<file path="src/rtl/vga_sync_gen.sv">
// vga_sync_gen: parametrised VGA timing generator with pixel-rate prescaler,
// programmable sync polarity and registered colour gating.
module vga_sync_gen #(
  parameter int H_ACTIVE = 640,
  parameter int H_FP     = 16,
  parameter int H_SYNC   = 96,
  parameter int H_BP     = 48,
  parameter int V_ACTIVE = 480,
  parameter int V_FP     = 10,
  parameter int V_SYNC   = 2,
  parameter int V_BP     = 33,
  parameter int HS_POL   = 0,
  parameter int VS_POL   = 0,
  parameter int COLOR_W  = 1,
  parameter int CNT_W    = 10,
  parameter int CLK_DIV  = 2
) (
  input  logic               clk,
  input  logic               reset,
  input  logic               enable,
  input  logic [COLOR_W-1:0] red_in,
  input  logic [COLOR_W-1:0] green_in,
  input  logic [COLOR_W-1:0] blue_in,
  output logic [COLOR_W-1:0] red_out,
  output logic [COLOR_W-1:0] green_out,
  output logic [COLOR_W-1:0] blue_out,
  output logic               hsync,
  output logic               vsync,
  output logic               video_on,
  output logic [CNT_W-1:0]   hor_count,
  output logic [CNT_W-1:0]   ver_count,
  output logic               pixel_tick,
  output logic               frame_start
);

  localparam int H_TOTAL = H_ACTIVE + H_FP + H_SYNC + H_BP;
  localparam int V_TOTAL = V_ACTIVE + V_FP + V_SYNC + V_BP;
  localparam int PS_W    = (CLK_DIV > 1) ? $clog2(CLK_DIV) : 1;

  localparam logic [CNT_W-1:0] H_LAST   = CNT_W'(H_TOTAL - 1);
  localparam logic [CNT_W-1:0] V_LAST   = CNT_W'(V_TOTAL - 1);
  localparam logic [CNT_W-1:0] H_ACT    = CNT_W'(H_ACTIVE);
  localparam logic [CNT_W-1:0] V_ACT    = CNT_W'(V_ACTIVE);
  localparam logic [CNT_W-1:0] HS_START = CNT_W'(H_ACTIVE + H_FP);
  localparam logic [CNT_W-1:0] HS_END   = CNT_W'(H_ACTIVE + H_FP + H_SYNC);
  localparam logic [CNT_W-1:0] VS_START = CNT_W'(V_ACTIVE + V_FP);
  localparam logic [CNT_W-1:0] VS_END   = CNT_W'(V_ACTIVE + V_FP + V_SYNC);
  localparam logic [PS_W-1:0]  PS_LAST  = PS_W'(CLK_DIV - 1);
  localparam logic             HS_ON    = (HS_POL != 0);
  localparam logic             VS_ON    = (VS_POL != 0);

  logic [PS_W-1:0]    ps_q, ps_d;
  logic [CNT_W-1:0]   hor_q, hor_d;
  logic [CNT_W-1:0]   ver_q, ver_d;
  logic               hsync_q, hsync_d;
  logic               vsync_q, vsync_d;
  logic               video_on_q, video_on_d;
  logic               frame_start_q, frame_start_d;
  logic [COLOR_W-1:0] red_q, red_d;
  logic [COLOR_W-1:0] green_q, green_d;
  logic [COLOR_W-1:0] blue_q, blue_d;
  logic               tick;
  logic               active;

  // Prescaler and raster counters: advance on the pixel tick, wrap at line/frame end.
  always_comb begin
    // NOTE: every output gets a default first so no path leaves it unassigned (no latch).
    ps_d  = ps_q;
    hor_d = hor_q;
    ver_d = ver_q;
    tick  = enable && (ps_q == PS_LAST);
    if (enable) begin
      // >= rather than == keeps the counters bounded even from an odd state.
      ps_d = (ps_q >= PS_LAST) ? '0 : ps_q + PS_W'(1);
    end
    if (tick) begin
      if (hor_q >= H_LAST) begin
        hor_d = '0;
        ver_d = (ver_q >= V_LAST) ? '0 : ver_q + CNT_W'(1);
      end else begin
        hor_d = hor_q + CNT_W'(1);
      end
    end
  end

  // Output decode from the current counters; registered next edge (one clk behind).
  always_comb begin
    active        = (hor_q < H_ACT) && (ver_q < V_ACT);
    video_on_d    = enable && active;
    hsync_d       = (enable && hor_q >= HS_START && hor_q < HS_END) ? HS_ON : ~HS_ON;
    vsync_d       = (enable && ver_q >= VS_START && ver_q < VS_END) ? VS_ON : ~VS_ON;
    red_d         = video_on_d ? red_in   : '0;
    green_d       = video_on_d ? green_in : '0;
    blue_d        = video_on_d ? blue_in  : '0;
    frame_start_d = tick && (hor_q >= H_LAST) && (ver_q >= V_LAST);
  end

  // State registers with synchronous reset taking priority over enable.
  always_ff @(posedge clk) begin
    // NOTE: non-blocking assignments so every flop samples pre-edge values.
    if (reset) begin
      ps_q          <= '0;
      hor_q         <= '0;
      ver_q         <= '0;
      hsync_q       <= ~HS_ON;
      vsync_q       <= ~VS_ON;
      video_on_q    <= 1'b0;
      frame_start_q <= 1'b0;
      red_q         <= '0;
      green_q       <= '0;
      blue_q        <= '0;
    end else begin
      ps_q          <= ps_d;
      hor_q         <= hor_d;
      ver_q         <= ver_d;
      hsync_q       <= hsync_d;
      vsync_q       <= vsync_d;
      video_on_q    <= video_on_d;
      frame_start_q <= frame_start_d;
      red_q         <= red_d;
      green_q       <= green_d;
      blue_q        <= blue_d;
    end
  end

  assign hor_count   = hor_q;
  assign ver_count   = ver_q;
  assign pixel_tick  = tick;
  assign hsync       = hsync_q;
  assign vsync       = vsync_q;
  assign video_on    = video_on_q;
  assign frame_start = frame_start_q;
  assign red_out     = red_q;
  assign green_out   = green_q;
  assign blue_out    = blue_q;

endmodule
</file>
<file path="config.mk">
export PLATFORM = sky130hd
export DESIGN_NAME = vga_sync_gen
export DESIGN_NICKNAME = d
export VERILOG_FILES = /design/src/rtl/vga_sync_gen.sv
export SDC_FILE = /design/constraint.sdc
export NUM_CORES = 1
export LEC_CHECK = 0
export ABC_AREA = 0
export CAP_MARGIN = 20
export CORE_ASPECT_RATIO = 1.4
export CORE_MARGIN = 1
export CORE_UTILIZATION = 45
export CTS_CLUSTER_DIAMETER = 120
export CTS_CLUSTER_SIZE = 24
export DETAILED_ROUTE_END_ITERATION = 10
export PLACE_DENSITY = 0.74
export SLEW_MARGIN = 10
export SYNTH_ARGS = -nofsm -noshare
export SYNTH_HDL_FRONTEND = slang
export SYNTH_SLANG_ARGS = --single-unit
</file>
<file path="constraint.sdc">
create_clock -name clk -period 3.75 [get_ports clk]
set_clock_uncertainty 0.1 [all_clocks]
set_input_delay 1.125 -clock clk [delete_from_list [all_inputs] [get_ports clk]]
set_output_delay 1.125 -clock clk [all_outputs]
set_load 0.005 [all_outputs]
</file>
==> impl_results.md, run 1 <==
- Status: completed
- Starting density of the core: 0.491
- Fin Setup TNS: 0 ns
- Sequential area share after synthesis: 0.423
- Largest net degree at the start of global routing: 17
- Multi-input logic area: 693 sq um
- First-pass GRT wire length: 4940 um
- Fraction of layout cells with a size suffix above 1: 0.0806
- Area grow syn2layout: 31.4%
- #FFs+latches synth: 28
- H-tree levels: 1
- Critical Path Most Common Cell: clkdlybuf4s50_1
- Max incr delay on CP: 0.50 ns
- Most common cell after layout, fill and taps aside: clkdlybuf4s50_1
- Critical Path RT: 2.52 ns
- Mapped cell area: 1330 sq um
- Class of the worst hold path: flip-flop to flip-flop
- DP Wirelength: 2100 um
- Layout net count: 197
- Post-route DRC: 0
- Fin crit period: 3.49 ns
- Drt first pass iters: 4
- Clock transition at path regs: 0.14 ns
- GR Util All Layers: 0.206
- Critical Path, Cell by Cell: clkdlybuf4s50_1 -> and2_1 -> clkdlybuf4s50_1
- Period utilisation layout: 0.930
- Worst slew pin tran: 0.629 ns
- Die area: 3170 sq um
- Initial antenna violation count: 0
- Async SR Flop Fraction: 0
- # setup viols final: 0
- Worst vdd ir: 0.186 mV
- Crit-path slowest cell: clkdlybuf4s50_1
- Placed Area: 1690 sq um
- Yosys warnings: 0
- P_leak: 0.606 nW
- Vias in the first global route: 1149
- Post-CTS sizing: 0
- Filler Cell Count: 262
- Relative slew slack: 0.580
- Die width: 47.9 um
- Final instance area: 1740 sq um
- Syn Nets: 161
- Initial DRC Count: 32
- Max Slew Vio Count: 0
- Worst-Skew Late Latency: 0.32 ns
- Worst Hold End: hor_count[1]$_SDFFE_PP0P_
- Std-Cell Rows: 22
- CTS max path bufs: 2
- Setup bufs post-CTS: 0
- CTS Root Cell: clkbuf_4
- Critical path arrival: 2.26 ns
- Wirelength per Cell: 12.6 um
- Total power: 0.000537 W
- Die Height: 66.2 um
- CTS tree: built
- Max cap viols: 0
- CTS Hold Buffers Added: 0
- Max Freq: 0.287 GHz
- Gpl congestion: 0.842
- Congestion Overflow GR: 0
- Place WS: 0.261 ns
- Antenna cell count: 0
- Distinct cells, synth: 39
- Flop-to-flop setup slack: 1.54 ns
- Inserted Clock Buffers: 3
- Top Family by Delay on Critical Path: buffers and inverters
- Post-synth top flop: dfxtp_1
- PD cells: 309 nW/um^2
- Fin. Hold Viols: 0
- Clock sink count: 28
- Most frequent cells in the layout: clkdlybuf4s50_1, dfxtp_1, nor2_1, nand2_1
- Reg2reg start: ver_count[4]$_SDFFE_PP0P_
- Avg Synthesized Cell Area: 8.77 sq um
- R2R depth: 4
- Hold Path Cell Cnt: 2
- Routed Antenna Nets: 0
- IO Pins: 34
- Reg area: 561 sq um
- Critical Path End Type: output pin
- Routed vias: 1188
- Reg-to-reg critical path endpoint: ver_count[6]$_SDFFE_PP0P_
- Setup ws final: 0.263 ns
- Final wirelength: 2790 um
- Startpoint Class: input pin
- Buf+Inv Stages, Crit Path: 2
- Worst hold path startpoint: hor_count[1]$_SDFFE_PP0P_
- Core ar.: 2700 sq um
- RSZ-0062 raised after global routing: no
- Setup CP Type: input pin to output pin
- Post-Synthesis Cells: 151
- EDFF count, synth: 0
- Port Buffers: 33
- CP max FO: 2
- CP Launch Point: enable
- Drt via density: 5.35
stage by stage:
stage	std cells	util	hold WS, ns
floorplan	151	-	0.395
global placement	218	0.626	0.409
detailed placement	218	0.626	0.410
CTS	222	0.646	0.431
global route	222	0.646	0.479
finish	222	0.646	0.427
cell usage after synthesis (2+ instances only):
library cell  count  area share
a21oi_1           9       0.034
a31oi_1           5       0.024
and2_1            7       0.033
and3_1            3       0.014
buf_4             3       0.017
clkbuf_1          2      0.0057
dfxtp_1          28        0.42
ha_1              4       0.038
inv_1             8       0.023
nand2_1          11       0.031
nand2b_1          4       0.019
nand3_1           9       0.034
nand4_1           3       0.014
nor2_1           15       0.042
nor3_1            3       0.011
nor4_1            2      0.0094
o32ai_1           4       0.026
or3_1             3       0.014
xnor2_1           5       0.033
xor2_1            4       0.026
flip-flops by register name (all words and copies together), names as in the netlist:
name,flops
frame_start,1
green_out,1
vsync,1
blue_out,1
ps_q,1
red_out,1
video_on,1
hsync,1
ver_count,10
hor_count,10
worst min-delay path: cells and delay by family, from the launching register on:
| family | cells | cell delay [ns] |
|---|---|---|
| flops | 1 | 0.37 |
| simple gates | 1 | 0.08 |
| compound gates | 1 | 0.05 |
per-layer routing:
metal	up-vias	global-route usage	part of all wire
met1	563	0.257	0.44
met2	19	0.356	0.52
li1	604	-	-
met4	0	0.0521	0.0082
met3	2	0.0246	0.030
met5	-	0	0
layout make-up:
class	count	share of cell area
Clock buffer	3	0.0129
Clock inverter	1	0.0172
Inverter	8	0.0172
Multi-Input combinational cell	109	0.398
Sequential cell	28	0.322
Tap cell	36	0.0259
Timing Repair Buffer	37	0.207
worst max-delay path by stage:
stage | to | slack [ns] | cells after the start
6_report | pixel_tick | 0.26 | 3
5_1_grt | pixel_tick | 0.19 | 3
4_1_cts | pixel_tick | 0.25 | 3
3_5_place_dp | pixel_tick | 0.26 | 3
3_3_place_gp | pixel_tick | 0.25 | 3
2_1_floorplan | pixel_tick | 1.12 | 2
report_power, final:
group | total, W | internal [W] | switching (W)
registers | 0.000308 | 0.000303 | 0.00000489
logic | 0.0000348 | 0.0000209 | 0.0000139
clock network | 0.000195 | 0.000108 | 0.0000869
cells by family after synthesis:
kind of cell / after synthesis / share of synthesized area
fa+ha+maj: 4 / 0.0378
simple gates: 71 / 0.289
compound gates: 25 / 0.137
flops: 28 / 0.423
buf+inv: 14 / 0.0538
xor+xnor: 9 / 0.0595
Power figures use the tool's default switching activity.
==> inputs of run 2 (changes only) <==
Settings changed: PLACE_DENSITY 0.74 to not set, PLACE_DENSITY_LB_ADDON set to 0.25, TNS_END_PERCENT set to 100.
==> impl_results.md, run 2 (synthesis results as in run 1) <==
- Status: completed (unchanged)
- Fin crit period: 3.56 ns (was 3.49 ns)
- Critical Path End Type: output pin (unchanged)
- Max Freq: 0.281 GHz (was 0.287 GHz)
- Most common cell after layout, fill and taps aside: clkdlybuf4s50_1 (unchanged)
- Critical Path, Cell by Cell: clkdlybuf4s50_1 -> and2_1 -> clkdlybuf4s50_1 (unchanged)
- Fin Setup TNS: 0 ns (unchanged)
- Post-CTS sizing: 0 (unchanged)
- Congestion Overflow GR: 0 (unchanged)
- Top Family by Delay on Critical Path: buffers and inverters (unchanged)
- P_leak: 0.594 nW (was 0.606 nW)
- GR Util All Layers: 0.214 (was 0.206)
- CTS Hold Buffers Added: 0 (unchanged)
- Fin. Hold Viols: 0 (unchanged)
- First-pass GRT wire length: 4920 um (was 4940 um)
- Largest net degree at the start of global routing: 16 (was 17)
- Die area: 3170 sq um (unchanged)
- Initial DRC Count: 15 (was 32)
- Total power: 0.000486 W (was 0.000537 W)
- Period utilisation layout: 0.948 (was 0.930)
- # setup viols final: 0 (unchanged)
- Die Height: 66.2 um (unchanged)
- Inserted Clock Buffers: 3 (unchanged)
- Initial antenna violation count: 0 (unchanged)
- CTS tree: built (unchanged)
- IO Pins: 34 (unchanged)
- Final wirelength: 2960 um (was 2790 um)
- Area grow syn2layout: 29.7% (was 31.4%)
- Clock sink count: 28 (unchanged)
- Drt first pass iters: 4 (unchanged)
- Core ar.: 2700 sq um (unchanged)
- Startpoint Class: input pin (unchanged)
- Crit-path slowest cell: clkdlybuf4s50_1 (unchanged)
- Final Core Density: 0.637 (was 0.646)
- Worst slew pin tran: 0.619 ns (was 0.629 ns)
- Setup bufs post-CTS: 0 (unchanged)
- Relative slew slack: 0.587 (was 0.580)
- Max incr delay on CP: 0.54 ns (was 0.50 ns)
- Die width: 47.9 um (unchanged)
- H-tree levels: 1 (unchanged)
- Port Buffers: 33 (unchanged)
- Max Slew Vio Count: 0 (unchanged)
- Layout net count: 196 (was 197)
- Fin Hold WS: 0.438 ns (was 0.427 ns)
- Max cap viols: 0 (unchanged)
- Critical Path Most Common Cell: clkdlybuf4s50_1 (unchanged)
- Routed vias: 1222 (was 1188)
- Fraction of layout cells with a size suffix above 1: 0.0757 (was 0.0806)
- Worst vdd ir: 0.211 mV (was 0.186 mV)
- Post-route DRC: 0 (unchanged)
- Non-Filler Instances: 221 (was 222)
- Antenna cell count: 0 (unchanged)
- CTS Root Cell: clkbuf_4 (unchanged)
- Buf+Inv Stages, Crit Path: 2 (unchanged)
- Class of the worst hold path: flip-flop to flip-flop (unchanged)
- CP max FO: 4 (was 2)
- Routed Antenna Nets: 0 (unchanged)
- Critical Path RT: 2.52 ns (about the same)
- Std-Cell Rows: 22 (unchanged)
- Most frequent cells in the layout: clkdlybuf4s50_1, dfxtp_1, nor2_1, nand2_1 (unchanged)
- Clock transition at path regs: 0.15 ns (was 0.14 ns)
- Placed insts: 217 (was 218)
- PD cells: 283 nW/um^2 (was 309 nW/um^2)
- Setup CP Type: input pin to output pin (unchanged)
- Drt via density: 5.53 (was 5.35)
- Vias in the first global route: 1166 (was 1149)
- RSZ-0062 raised after global routing: no (unchanged)
- Gpl congestion: 0.847 (was 0.842)
- Critical path arrival: 2.33 ns (was 2.26 ns)
- DP Wirelength: 2240 um (was 2100 um)
- Worst-Skew Late Latency: 0.32 ns (about the same)
- Wirelength per Cell: 13.4 um (was 12.6 um)
- Starting density of the core: 0.491 (unchanged)
- CTS max path bufs: 2 (unchanged)
-- run 2: changes by cell type in the layout (fill, tap and decap cells not counted) --
cell and change:
bufinv_16 -1, buf_4 -1, clkbuf_8 +1
-- run 2: per-stage QoR --
step                setup slack, ns  cell area, sq um
finish                        0.195              1720
CTS                           0.186              1720
floorplan                      1.12              1330
detailed placement            0.191              1680
global placement              0.220              1680
global route                  0.127              1720
-- run 2: area by class of cell --
| cell class | instances | area [sq um] |
|---|---|---|
| Tap cell | 36 | 45.0 |
| Clock buffer | 4 | 36.3 |
| Inverter | 8 | 30.0 |
| Timing Repair Buffer | 36 | 353 |
| Multi-Input combinational cell | 109 | 693 |
| Fill cell | 248 | 980 |
| Sequential cell | 28 | 561 |
-- run 2: metal layers --
metal / wire (um) / global-route usage
met5: 0 / 0
met4: 78 / 0.115
met3: 119 / 0.0273
met2: 1580 / 0.372
met1: 1180 / 0.237
-- run 2: power breakdown --
group | switching (W) | total, W | leakage, nW | internal (W)
Clock | 0.0000849 | 0.000144 | 0.0210 | 0.0000593
Sequential | 0.00000487 | 0.000308 | 0.227 | 0.000303
Combinational | 0.0000138 | 0.0000340 | 0.346 | 0.0000202
Total | 0.000104 | 0.000486 | 0.594 | 0.000382
-- run 2: path summary, 6_finish.rpt --
| check | startpoint | end | slack, ns | cells past startpoint |
|---|---|---|---|---|
| worst max-delay path | enable | pixel_tick | 0.19 | 3 |
| worst min-delay path | hor_count[1]$_SDFFE_PP0P_ | hor_count[1]$_SDFFE_PP0P_ | 0.44 | 2 |
| worst max register to register | ver_count[4]$_SDFFE_PP0P_ | ver_count[6]$_SDFFE_PP0P_ | 1.52 | 4 |
| worst min register to register | hor_count[1]$_SDFFE_PP0P_ | hor_count[1]$_SDFFE_PP0P_ | 0.44 | 2 |
-- run 2: worst register-to-register path: cells and delay by family, from the launching register on --
family	cells	cell delay, ns
and+or+nand+nor	2	0.80
DFF	1	0.41
AOI/OAI and AO/OA	2	0.83
